## config.mk

```make
export PLATFORM = sky130hd
export DESIGN_NAME = step_pulse_sequencer_flat
export DESIGN_NICKNAME = d
export VERILOG_FILES = /design/src/rtl/step_pulse_sequencer_pkg.sv /design/src/rtl/step_pulse_sequencer_if.sv /design/src/rtl/step_pulse_sequencer_down_counter.sv /design/src/rtl/step_pulse_sequencer.sv /design/src/flat_wrapper.sv
export SDC_FILE = /design/constraint.sdc
export NUM_CORES = 1
export LEC_CHECK = 0
export ABC_CLOCK_PERIOD_IN_PS = 2570
export CORE_ASPECT_RATIO = 1.75
export CORE_UTILIZATION = 50
export CTS_CLUSTER_DIAMETER = 150
export DETAILED_ROUTE_END_ITERATION = 10
export PLACE_DENSITY_LB_ADDON = 0.1
export SLEW_MARGIN = 40
export SYNTH_ARGS = -nofsm -noshare
export SYNTH_HDL_FRONTEND = slang
export SYNTH_SLANG_ARGS = --single-unit
```

## constraint.sdc

```tcl
create_clock -name clk -period 2.57 [get_ports clk]
set_clock_uncertainty 0.1 [all_clocks]
set_input_delay 0.3855 -clock clk [delete_from_list [all_inputs] [get_ports clk]]
set_output_delay 0.3855 -clock clk [all_outputs]
set_load 0.05 [all_outputs]
```

## src/rtl/step_pulse_sequencer_pkg.sv

```systemverilog
// Shared types and constants for the step pulse sequencer: FSM state
// encoding, record field positions and default timing.
package step_pkg;

  localparam int RECORD_WIDTH               = 16;
  localparam int NUM_OUTPUTS                = 8;
  localparam int DEFAULT_PULSE_WIDTH_CYCLES = 12;
  localparam int DEFAULT_PERIOD_SCALE       = 4;

  localparam int MASK_MSB  = 15;
  localparam int MASK_LSB  = 8;
  localparam int DELAY_MSB = 7;
  localparam int DELAY_LSB = 0;

  typedef enum logic [2:0] {
    IDLE,
    FETCH,
    LATCH,
    PULSE,
    GAP
  } state_e;

endpackage

```

## src/rtl/step_pulse_sequencer_if.sv

```systemverilog
// FIFO-side handshake, step pins and status of the sequencer, with the
// FSM state exposed for observation.
interface step_pulse_sequencer_if;
  import step_pkg::*;

  // Pop handshake: fifo_read_en is a one-cycle strobe issued only when
  // fifo_empty was low in the deciding cycle; fifo_data is valid the cycle after.
  logic                    enable;
  logic                    fifo_empty;
  logic [RECORD_WIDTH-1:0] fifo_data;
  logic                    fifo_read_en;
  logic [NUM_OUTPUTS-1:0]  step_out;
  logic                    busy;
  logic [15:0]             records_done;
  state_e                  state;

  modport master (
    input  enable, fifo_empty, fifo_data,
    output fifo_read_en, step_out, busy, records_done, state
  );

  modport slave (
    output enable, fifo_empty, fifo_data,
    input  fifo_read_en, step_out, busy, records_done, state
  );

endinterface

```

## src/rtl/step_pulse_sequencer_down_counter.sv

```systemverilog
// Loadable down counter that holds at zero and flags it.
module down_counter #(
  parameter int WIDTH = 8
) (
  input  logic             clk,
  input  logic             reset,
  input  logic             i_load,
  input  logic [WIDTH-1:0] i_load_val,
  input  logic             i_dec,
  output logic             o_zero
);

  logic [WIDTH-1:0] r_count;

  always_ff @(posedge clk) begin
    if (reset) begin
      r_count <= '0;
    end else if (i_load) begin
      r_count <= i_load_val;
    end else if (i_dec && (r_count != '0)) begin
      r_count <= r_count - WIDTH'(1);
    end
  end

  assign o_zero = (r_count == '0);

endmodule

```

## src/rtl/step_pulse_sequencer.sv

```systemverilog
// Pops one FIFO record at a time and plays it on the step pins as a
// fixed-width pulse followed by a scaled dwell.
module step_pulse_sequencer
  import step_pkg::*;
#(
  parameter int PULSE_WIDTH_CYCLES = DEFAULT_PULSE_WIDTH_CYCLES,
  parameter int PERIOD_SCALE       = DEFAULT_PERIOD_SCALE
) (
  input  logic                  clk,
  input  logic                  reset,
  step_pulse_sequencer_if.master bus
);

  localparam int DELAY_W = DELAY_MSB - DELAY_LSB + 1;
  localparam int PW_W    = $clog2(PULSE_WIDTH_CYCLES + 1);
  // One spare bit so (0xFF+1) << PERIOD_SCALE cannot overflow.
  localparam int GAP_W   = DELAY_W + PERIOD_SCALE + 1;
  localparam logic [PW_W-1:0] PULSE_LOAD = PW_W'(PULSE_WIDTH_CYCLES - 1);

  state_e                 r_state;
  state_e                 w_next_state;
  logic [NUM_OUTPUTS-1:0] r_mask;
  logic [NUM_OUTPUTS-1:0] r_step;
  logic [DELAY_W-1:0]     r_delay;
  logic                   r_read_en;
  logic                   r_busy;
  logic [15:0]            r_done;

  logic             w_start;
  logic             w_pulse_load;
  logic             w_pulse_dec;
  logic             w_pulse_zero;
  logic             w_gap_load;
  logic             w_gap_dec;
  logic             w_gap_zero;
  logic [GAP_W-1:0] w_gap_load_val;

  assign w_start        = bus.enable && !bus.fifo_empty;
  assign w_gap_load_val = ((GAP_W'(r_delay) + GAP_W'(1)) << PERIOD_SCALE) - GAP_W'(1);

  down_counter #(.WIDTH(PW_W)) u_pulse_cnt (
    .clk        (clk),
    .reset      (reset),
    .i_load     (w_pulse_load),
    .i_load_val (PULSE_LOAD),
    .i_dec      (w_pulse_dec),
    .o_zero     (w_pulse_zero)
  );

  down_counter #(.WIDTH(GAP_W)) u_gap_cnt (
    .clk        (clk),
    .reset      (reset),
    .i_load     (w_gap_load),
    .i_load_val (w_gap_load_val),
    .i_dec      (w_gap_dec),
    .o_zero     (w_gap_zero)
  );

  always_comb begin
    w_next_state = r_state;
    w_pulse_load = 1'b0;
    w_pulse_dec  = 1'b0;
    w_gap_load   = 1'b0;
    w_gap_dec    = 1'b0;
    case (r_state)
      IDLE:  if (w_start) w_next_state = FETCH;
      FETCH: w_next_state = LATCH;
      LATCH: begin
        w_next_state = PULSE;
        w_pulse_load = 1'b1;
      end
      PULSE: begin
        if (w_pulse_zero) begin
          w_next_state = GAP;
          w_gap_load   = 1'b1;
        end else begin
          w_pulse_dec = 1'b1;
        end
      end
      GAP: begin
        if (w_gap_zero) w_next_state = w_start ? FETCH : IDLE;
        else            w_gap_dec    = 1'b1;
      end
      default: w_next_state = IDLE;
    endcase
  end

  // Outputs are registered from the next state so each pin lines up with the state it belongs to.
  always_ff @(posedge clk) begin
    if (reset) begin
      r_state   <= IDLE;
      r_mask    <= '0;
      r_delay   <= '0;
      r_step    <= '0;
      r_read_en <= 1'b0;
      r_busy    <= 1'b0;
      r_done    <= '0;
    end else begin
      r_state   <= w_next_state;
      r_read_en <= (w_next_state == FETCH);
      r_busy    <= (w_next_state != IDLE);
      if (r_state == LATCH) begin
        r_mask  <= bus.fifo_data[MASK_MSB:MASK_LSB];
        r_delay <= bus.fifo_data[DELAY_MSB:DELAY_LSB];
      end
      if (w_next_state == PULSE)
        r_step <= (r_state == LATCH) ? bus.fifo_data[MASK_MSB:MASK_LSB] : r_mask;
      else
        r_step <= '0;
      if ((r_state == GAP) && w_gap_zero) r_done <= r_done + 16'd1;
    end
  end

  assign bus.fifo_read_en = r_read_en;
  assign bus.step_out     = r_step;
  assign bus.busy         = r_busy;
  assign bus.records_done = r_done;
  assign bus.state        = r_state;

endmodule

```

## src/flat_wrapper.sv

```systemverilog
// flat-port wrapper written by rule: the top's interface ports become plain ports
module step_pulse_sequencer_flat import step_pkg::*;
#(
  parameter int PULSE_WIDTH_CYCLES = DEFAULT_PULSE_WIDTH_CYCLES,
  parameter int PERIOD_SCALE       = DEFAULT_PERIOD_SCALE
)
  (clk, reset, bus_enable, bus_fifo_empty, bus_fifo_data, bus_fifo_read_en, bus_step_out, bus_busy, bus_records_done, bus_state);
  step_pulse_sequencer_if bus_i ();
  input  logic clk;
  input  logic reset;
  input wire logic [$bits(bus_i.enable)-1:0] bus_enable;
  input wire logic [$bits(bus_i.fifo_empty)-1:0] bus_fifo_empty;
  input wire logic [$bits(bus_i.fifo_data)-1:0] bus_fifo_data;
  output wire logic [$bits(bus_i.fifo_read_en)-1:0] bus_fifo_read_en;
  output wire logic [$bits(bus_i.step_out)-1:0] bus_step_out;
  output wire logic [$bits(bus_i.busy)-1:0] bus_busy;
  output wire logic [$bits(bus_i.records_done)-1:0] bus_records_done;
  output wire logic [$bits(bus_i.state)-1:0] bus_state;
  assign bus_i.enable = bus_enable;
  assign bus_i.fifo_empty = bus_fifo_empty;
  assign bus_i.fifo_data = bus_fifo_data;
  assign bus_fifo_read_en = bus_i.fifo_read_en;
  assign bus_step_out = bus_i.step_out;
  assign bus_busy = bus_i.busy;
  assign bus_records_done = bus_i.records_done;
  assign bus_state = bus_i.state;
  step_pulse_sequencer #(.PULSE_WIDTH_CYCLES(PULSE_WIDTH_CYCLES), .PERIOD_SCALE(PERIOD_SCALE)) u_core (.clk(clk), .reset(reset), .bus(bus_i));
endmodule
```

=== Yosys cells after proc, flatten, opt, wreduce, memory -nomap -nowiden ===
Index checks and enable logic that the tools add are counted.

* Add/subtract/negate cells: 5
* Eq/ne operators: 6
* Muxes and demuxes: 17
* Bitwise operators: 1
* Reductions and logical operators: 15

{| class="wikitable"
|+ Operators by type and width
! cell !! number
|-
| two-way mux 13 bit || 2
|-
| subtractor 13 x 1 -> 13 bit, second input constant || 2
|-
| adder 16 x 1 -> 16 bit, second input constant || 1
|-
| case mux 3 bit (5 select lines) || 1
|-
| logical NOT 13 bit || 1
|-
| nonzero test 13 bit || 1
|-
| adder 8 x 1 -> 9 bit, second input constant || 1
|-
| == test 3 x 2 -> 1 bit, second input constant || 3
|-
| two-way mux 3 bit || 3
|-
| two-way mux 1 bit || 8
|-
| two-way mux 4 bit || 2
|-
| two-way mux 8 bit || 1
|-
| == test 3 x 1 -> 1 bit, second input constant || 2
|-
| logical AND 1 bit || 4
|-
| logical NOT 4 bit || 1
|-
| nonzero test 2 bit || 2
|-
| nonzero test 4 bit || 1
|-
| OR reduction 2 bit || 2
|-
| subtractor 4 x 1 -> 4 bit, second input constant || 1
|-
| == test 3 bit, second input constant || 1
|-
| logical NOT 3 bit || 1
|-
| nonzero test 3 bit || 1
|-
| logical NOT 1 bit || 1
|-
| NOT 1 bit || 1
|}

* Register bits after elaboration: 62
* Input port bits: 20
* Output and inout port bits: 29

=== Longest topological paths before layout ===
* Depth in word-level cells: 8
* Depth in mapped cells: 9

=== Modules after synthesis ===
From an unflattened synthesis, not the netlist that was laid out.

* Cell total of the unflattened synthesis: 359
* Area total of the unflattened synthesis: 3075.4 sq um

{| class="wikitable"
|+ Modules (own cells, without submodules)
! module !! instances !! cells an instance !! area each (sq um) !! sequential area each (sq um)
|-
| step_pulse_sequencer || 1 || 230 || 1979.4 || 900.9
|-
| down_counter (u_core.u_gap_cnt) || 1 || 100 || 833.3 || 260.2
|-
| down_counter (u_core.u_pulse_cnt) || 1 || 29 || 262.8 || 80.1
|}

=== Worst setup path after synthesis ===
Ideal clock, no wire load.

* Path type: flip-flop to flip-flop
* From: register u_core.r_state[2], in the netlist u_core.bus.state[2]
* To: register u_core.r_done[5], in the netlist u_core.bus.records_done[5]
* Library setup time: 0.121 ns
* Arrival: 2.394 ns
* Data required time: 2.349 ns
* Slack: -0.045 ns
* Cell stages (with the launch flop): 8
* Clock period less this slack: 2.615 ns
* Path through: dfxtp_1 > buf_2 > or3b_2 > clkbuf_1 > nor4_1 > nor4b_2 > nand3_1 > mux2_2

* Word-level cells in the longest chain between the ends: 2

{| class="wikitable"
|+ Ends and longest elaborated chain
! element !! RTL line !! text
|-
| start: declaration || step_pulse_sequencer.sv:20 || <nowiki>state_e r_state;</nowiki>
|-
| start signal: assignment || step_pulse_sequencer.sv:99 || <nowiki>r_state <= w_next_state;</nowiki>
|-
| == test 3 bit || step_pulse_sequencer.sv:110 || <nowiki>if ((r_state == GAP) && w_gap_zero) r_done <= r_done + 16'd1;</nowiki>
|-
| logical AND 1 bit || step_pulse_sequencer.sv:110 ||
|-
| end signal: assignment || step_pulse_sequencer.sv:110 ||
|-
| end: declaration || step_pulse_sequencer.sv:27 || <nowiki>logic [15:0] r_done;</nowiki>
|}

No other way between the ends.
A chain may end at the register's enable or synchronous reset.

=== Final worst setup path ===
* From: register u_core.u_gap_cnt.r_count[8]
* To: register u_core.r_done[14], in the netlist u_core.bus.records_done[14]

* Word-level cells in the longest chain between the ends: 2

{| class="wikitable"
|+ Ends and longest elaborated chain
! element !! RTL line !! text
|-
| start: declaration || step_pulse_sequencer_down_counter.sv:13 || <nowiki>logic [WIDTH-1:0] r_count;</nowiki>
|-
| start signal: assignment || step_pulse_sequencer_down_counter.sv:19 || <nowiki>r_count <= i_load_val;</nowiki>
|-
| start signal: assignment || step_pulse_sequencer_down_counter.sv:21 || <nowiki>r_count <= r_count - WIDTH'(1);</nowiki>
|-
| logical NOT 13 bit || step_pulse_sequencer_down_counter.sv:25 || <nowiki>assign o_zero = (r_count == '0);</nowiki>
|-
| logical AND 1 bit || step_pulse_sequencer.sv:110 ||
|}

No other way between the ends.

==> impl_metrics.env <==
export IMPL_gp_congestion=0.903
export IMPL_grt_pass1_vias=2610
export IMPL_clock_latency_ns=0.35
export IMPL_muxShareOfSynthArea_pct=3.37
export IMPL_finalPower_mw=2.08
export IMPL_min_period_ns=2.34
export IMPL_drc_errors=0
export IMPL_core_um2=5830
export IMPL_finalWirelength_um=7020
export IMPL_dieArea_um2=6340
export IMPL_first_pass_iters=5
export IMPL_holdCritPathClass="reg -> reg"
export IMPL_gr_total_overflow=0
export IMPL_portBuffers=48
export IMPL_multiInputGateArea_um2=1650
export IMPL_finalSetupViolCount=0
export IMPL_post_route_period_util_pct=91.1
export IMPL_synthSimpleGateAreaFrac_pct=29.5
export IMPL_yosys_cell_count_top_type="dfxtp_1"
export IMPL_vias=2731
export IMPL_drv_slew=0
export IMPL_placed_cell_area_um2=3590
export IMPL_synth_top_family_by_area="simple AND/OR/NAND/NOR gates"
export IMPL_cts_buffer_depth=2
export IMPL_synth_compound_area_share_pct=15.0
export IMPL_drt_iter0_markers=181
export IMPL_tns_ns=0
export IMPL_wl_per_cell_um=14.4
export IMPL_path_class="reg -> reg"
export IMPL_synth_area_um2=3010
export IMPL_clock_sinks=62
export IMPL_grt_use_total_pct=24.8
export IMPL_synth_fa_ha_area_share_pct=1.66
export IMPL_outcome="finished clean"
export IMPL_cp_start_kind="flip-flop"
export IMPL_synthFlopType="dfxtp_1"
export IMPL_grt_antenna_before_repair=0
export IMPL_vias_per_cell=5.58
export IMPL_slew_headroom_pct=62.3
export IMPL_arrival_ns=2.52
export IMPL_hpwl_um=5150
export IMPL_holdWs_ns=0.391
export IMPL_die_height_um=105
export IMPL_ff_latch_area_um2=1240
export IMPL_max_cap_violations=0
export IMPL_row_count=37
export IMPL_htreeDepth=3
export IMPL_endpoint_kind="flip-flop"
export IMPL_cts_resized=0
export IMPL_root_buffer="clkbuf_8"
export IMPL_finalHoldViolCount=0
export IMPL_yosys_top_cells_area="dfxtp_1 (41%), nor2_1 (5.7%), a21oi_1 (4.7%), xnor2_1 (3.5%), nand2_1 (3.4%)"
export IMPL_synth_area_per_cell_um2=8.45
export IMPL_cts_tree="yes"
export IMPL_synth_warnings=0
export IMPL_yosysTopAreaCell="dfxtp_1"
export IMPL_cts_hold_buf=0
export IMPL_ys_ff_latch=62
export IMPL_cts_buffers=9
export IMPL_synth_xor_area_share_pct=5.24
export IMPL_reg2regPathDepth=5
export IMPL_crit_required_ns=2.75
export IMPL_r2r_setup_slack_ns=0.23
export IMPL_fillCellCount=519
export IMPL_fmax_ghz=0.427
export IMPL_post_cts_setup_buffers=0
export IMPL_n_antenna_cell=0
export IMPL_synthCells=356
export IMPL_drtAntennaViolNets=0
export IMPL_clk_pin_slew_ns=0.07
export IMPL_grt_pass1_wl_um=11800
export IMPL_nNetsFinal=430
export IMPL_tightest_slew_ns=0.563
export IMPL_ys_seq_area_share_pct=41.3
export IMPL_synth_edf_count=0
export IMPL_synth_async_reset_ratio_pct=0
export IMPL_min_path_cells=2
export IMPL_grt_max_degree=30
export IMPL_syn_nets=380
export IMPL_synth_common_cells="dfxtp_1 (62), nor2_1 (46), a21oi_1 (28)"
export IMPL_ios=49
export IMPL_crit_fanout=7
export IMPL_synth_top_area_share_pct=41.3
export IMPL_rsz0062_at_grt="no"
export IMPL_power_density_nw_per_um2=551
export IMPL_p_leak_nw=1.31
export IMPL_start_util_pct=51.5
export IMPL_design_area_um2=3770
export IMPL_synth_cell_types=54
export IMPL_drive_above_1_share_pct=9.98
export IMPL_die_w_um=60.6
export IMPL_max_vdd_ir_drop_v=0.000413
export IMPL_synthToLayoutAreaGrowth_pct=25.4
==> worst max-delay path, cell delays in order (launching register included) <==
cell	delay (ns)
dfxtp_1	0.36
or4_4	0.59
nand2b_4	0.20
or4_4	0.55
or3_1	0.32
a21oi_1	0.15
==> kinds of logic (layout without fill, tap and decap cells) <==
group,count (synthesis),count (layout)
adders and majority gates,4,4
muxes,10,10
xor gates and xnor gates,18,18
and+or+nand+nor,161,161
AOI/OAI and AO/OA,70,70
buffers and inverters,31,86
DFF,62,62
==> registers in the layout, summed over array words and instances (netlist names) <==
signal                      flops
u_core.bus.busy                 1
u_core.bus.fifo_read_en         1
u_core.bus.records_done        16
u_core.bus.state                3
u_core.bus.step_out             8
u_core.r_delay                  8
u_core.r_mask                   8
u_core.u_gap_cnt.r_count       13
u_core.u_pulse_cnt.r_count      4
==> path summary, 6_finish.rpt <==
kind	startpoint	to
worst max register to register	u_core.u_gap_cnt.r_count[8]	u_core.bus.records_done[14]
worst min-delay path	u_core.r_mask[2]	u_core.bus.step_out[2]
worst min register to register	u_core.r_mask[2]	u_core.bus.step_out[2]
worst max-delay path	u_core.u_gap_cnt.r_count[8]	u_core.bus.records_done[14]
==> routing by layer <==
layer  vias up  track usage [%]  part of all wire (%)
li1       1383                -                     -
met1      1274             27.7                    41
met2        65             42.5                    54
met3         9             6.06                   4.4
met4         0             10.9                   1.5
met5         -                0                     0
==> report_power, final <==
group	internal [mW]	switching [mW]	total (mW)
Sequential	0.991	0.0298	1.02
Combinational	0.120	0.151	0.271
Clock	0.380	0.405	0.784
Total	1.49	0.586	2.08
==> through the flow <==
step	utilization [%]	cells	setup WS (ns)
final	64.7	489	0.229
after global routing	64.7	489	0.0580
after floorplan	-	356	0.130
after detailed placement	61.5	473	0.205
after global placement	61.5	473	0.284
after CTS	64.7	489	0.205
==> cells in the final DEF (no fill, tap or decap), types with 11 or more instances in the layout <==
cell type / Yosys / routed
nor3_1: 11 / 11
xnor2_1: 12 / 12
buf_4: 0 / 11
inv_1: 11 / 11
a211oi_1: 11 / 11
dfxtp_1: 62 / 61
a21oi_1: 28 / 28
nand2_1: 27 / 27
clkdlybuf4s50_1: 0 / 47
nor2_1: 46 / 46
nand3_1: 15 / 15
==> area by class of cell <==
type,instances,share of cell area [%]
Multi-Input combinational cell,263,43.7
Sequential cell,62,32.9
Timing Repair Buffer,59,14.8
Clock buffer,10,3.65
Tap cell,78,2.59
Clock inverter,6,1.23
Inverter,11,1.09
Note: power is estimated with default switching activity, not from simulation.
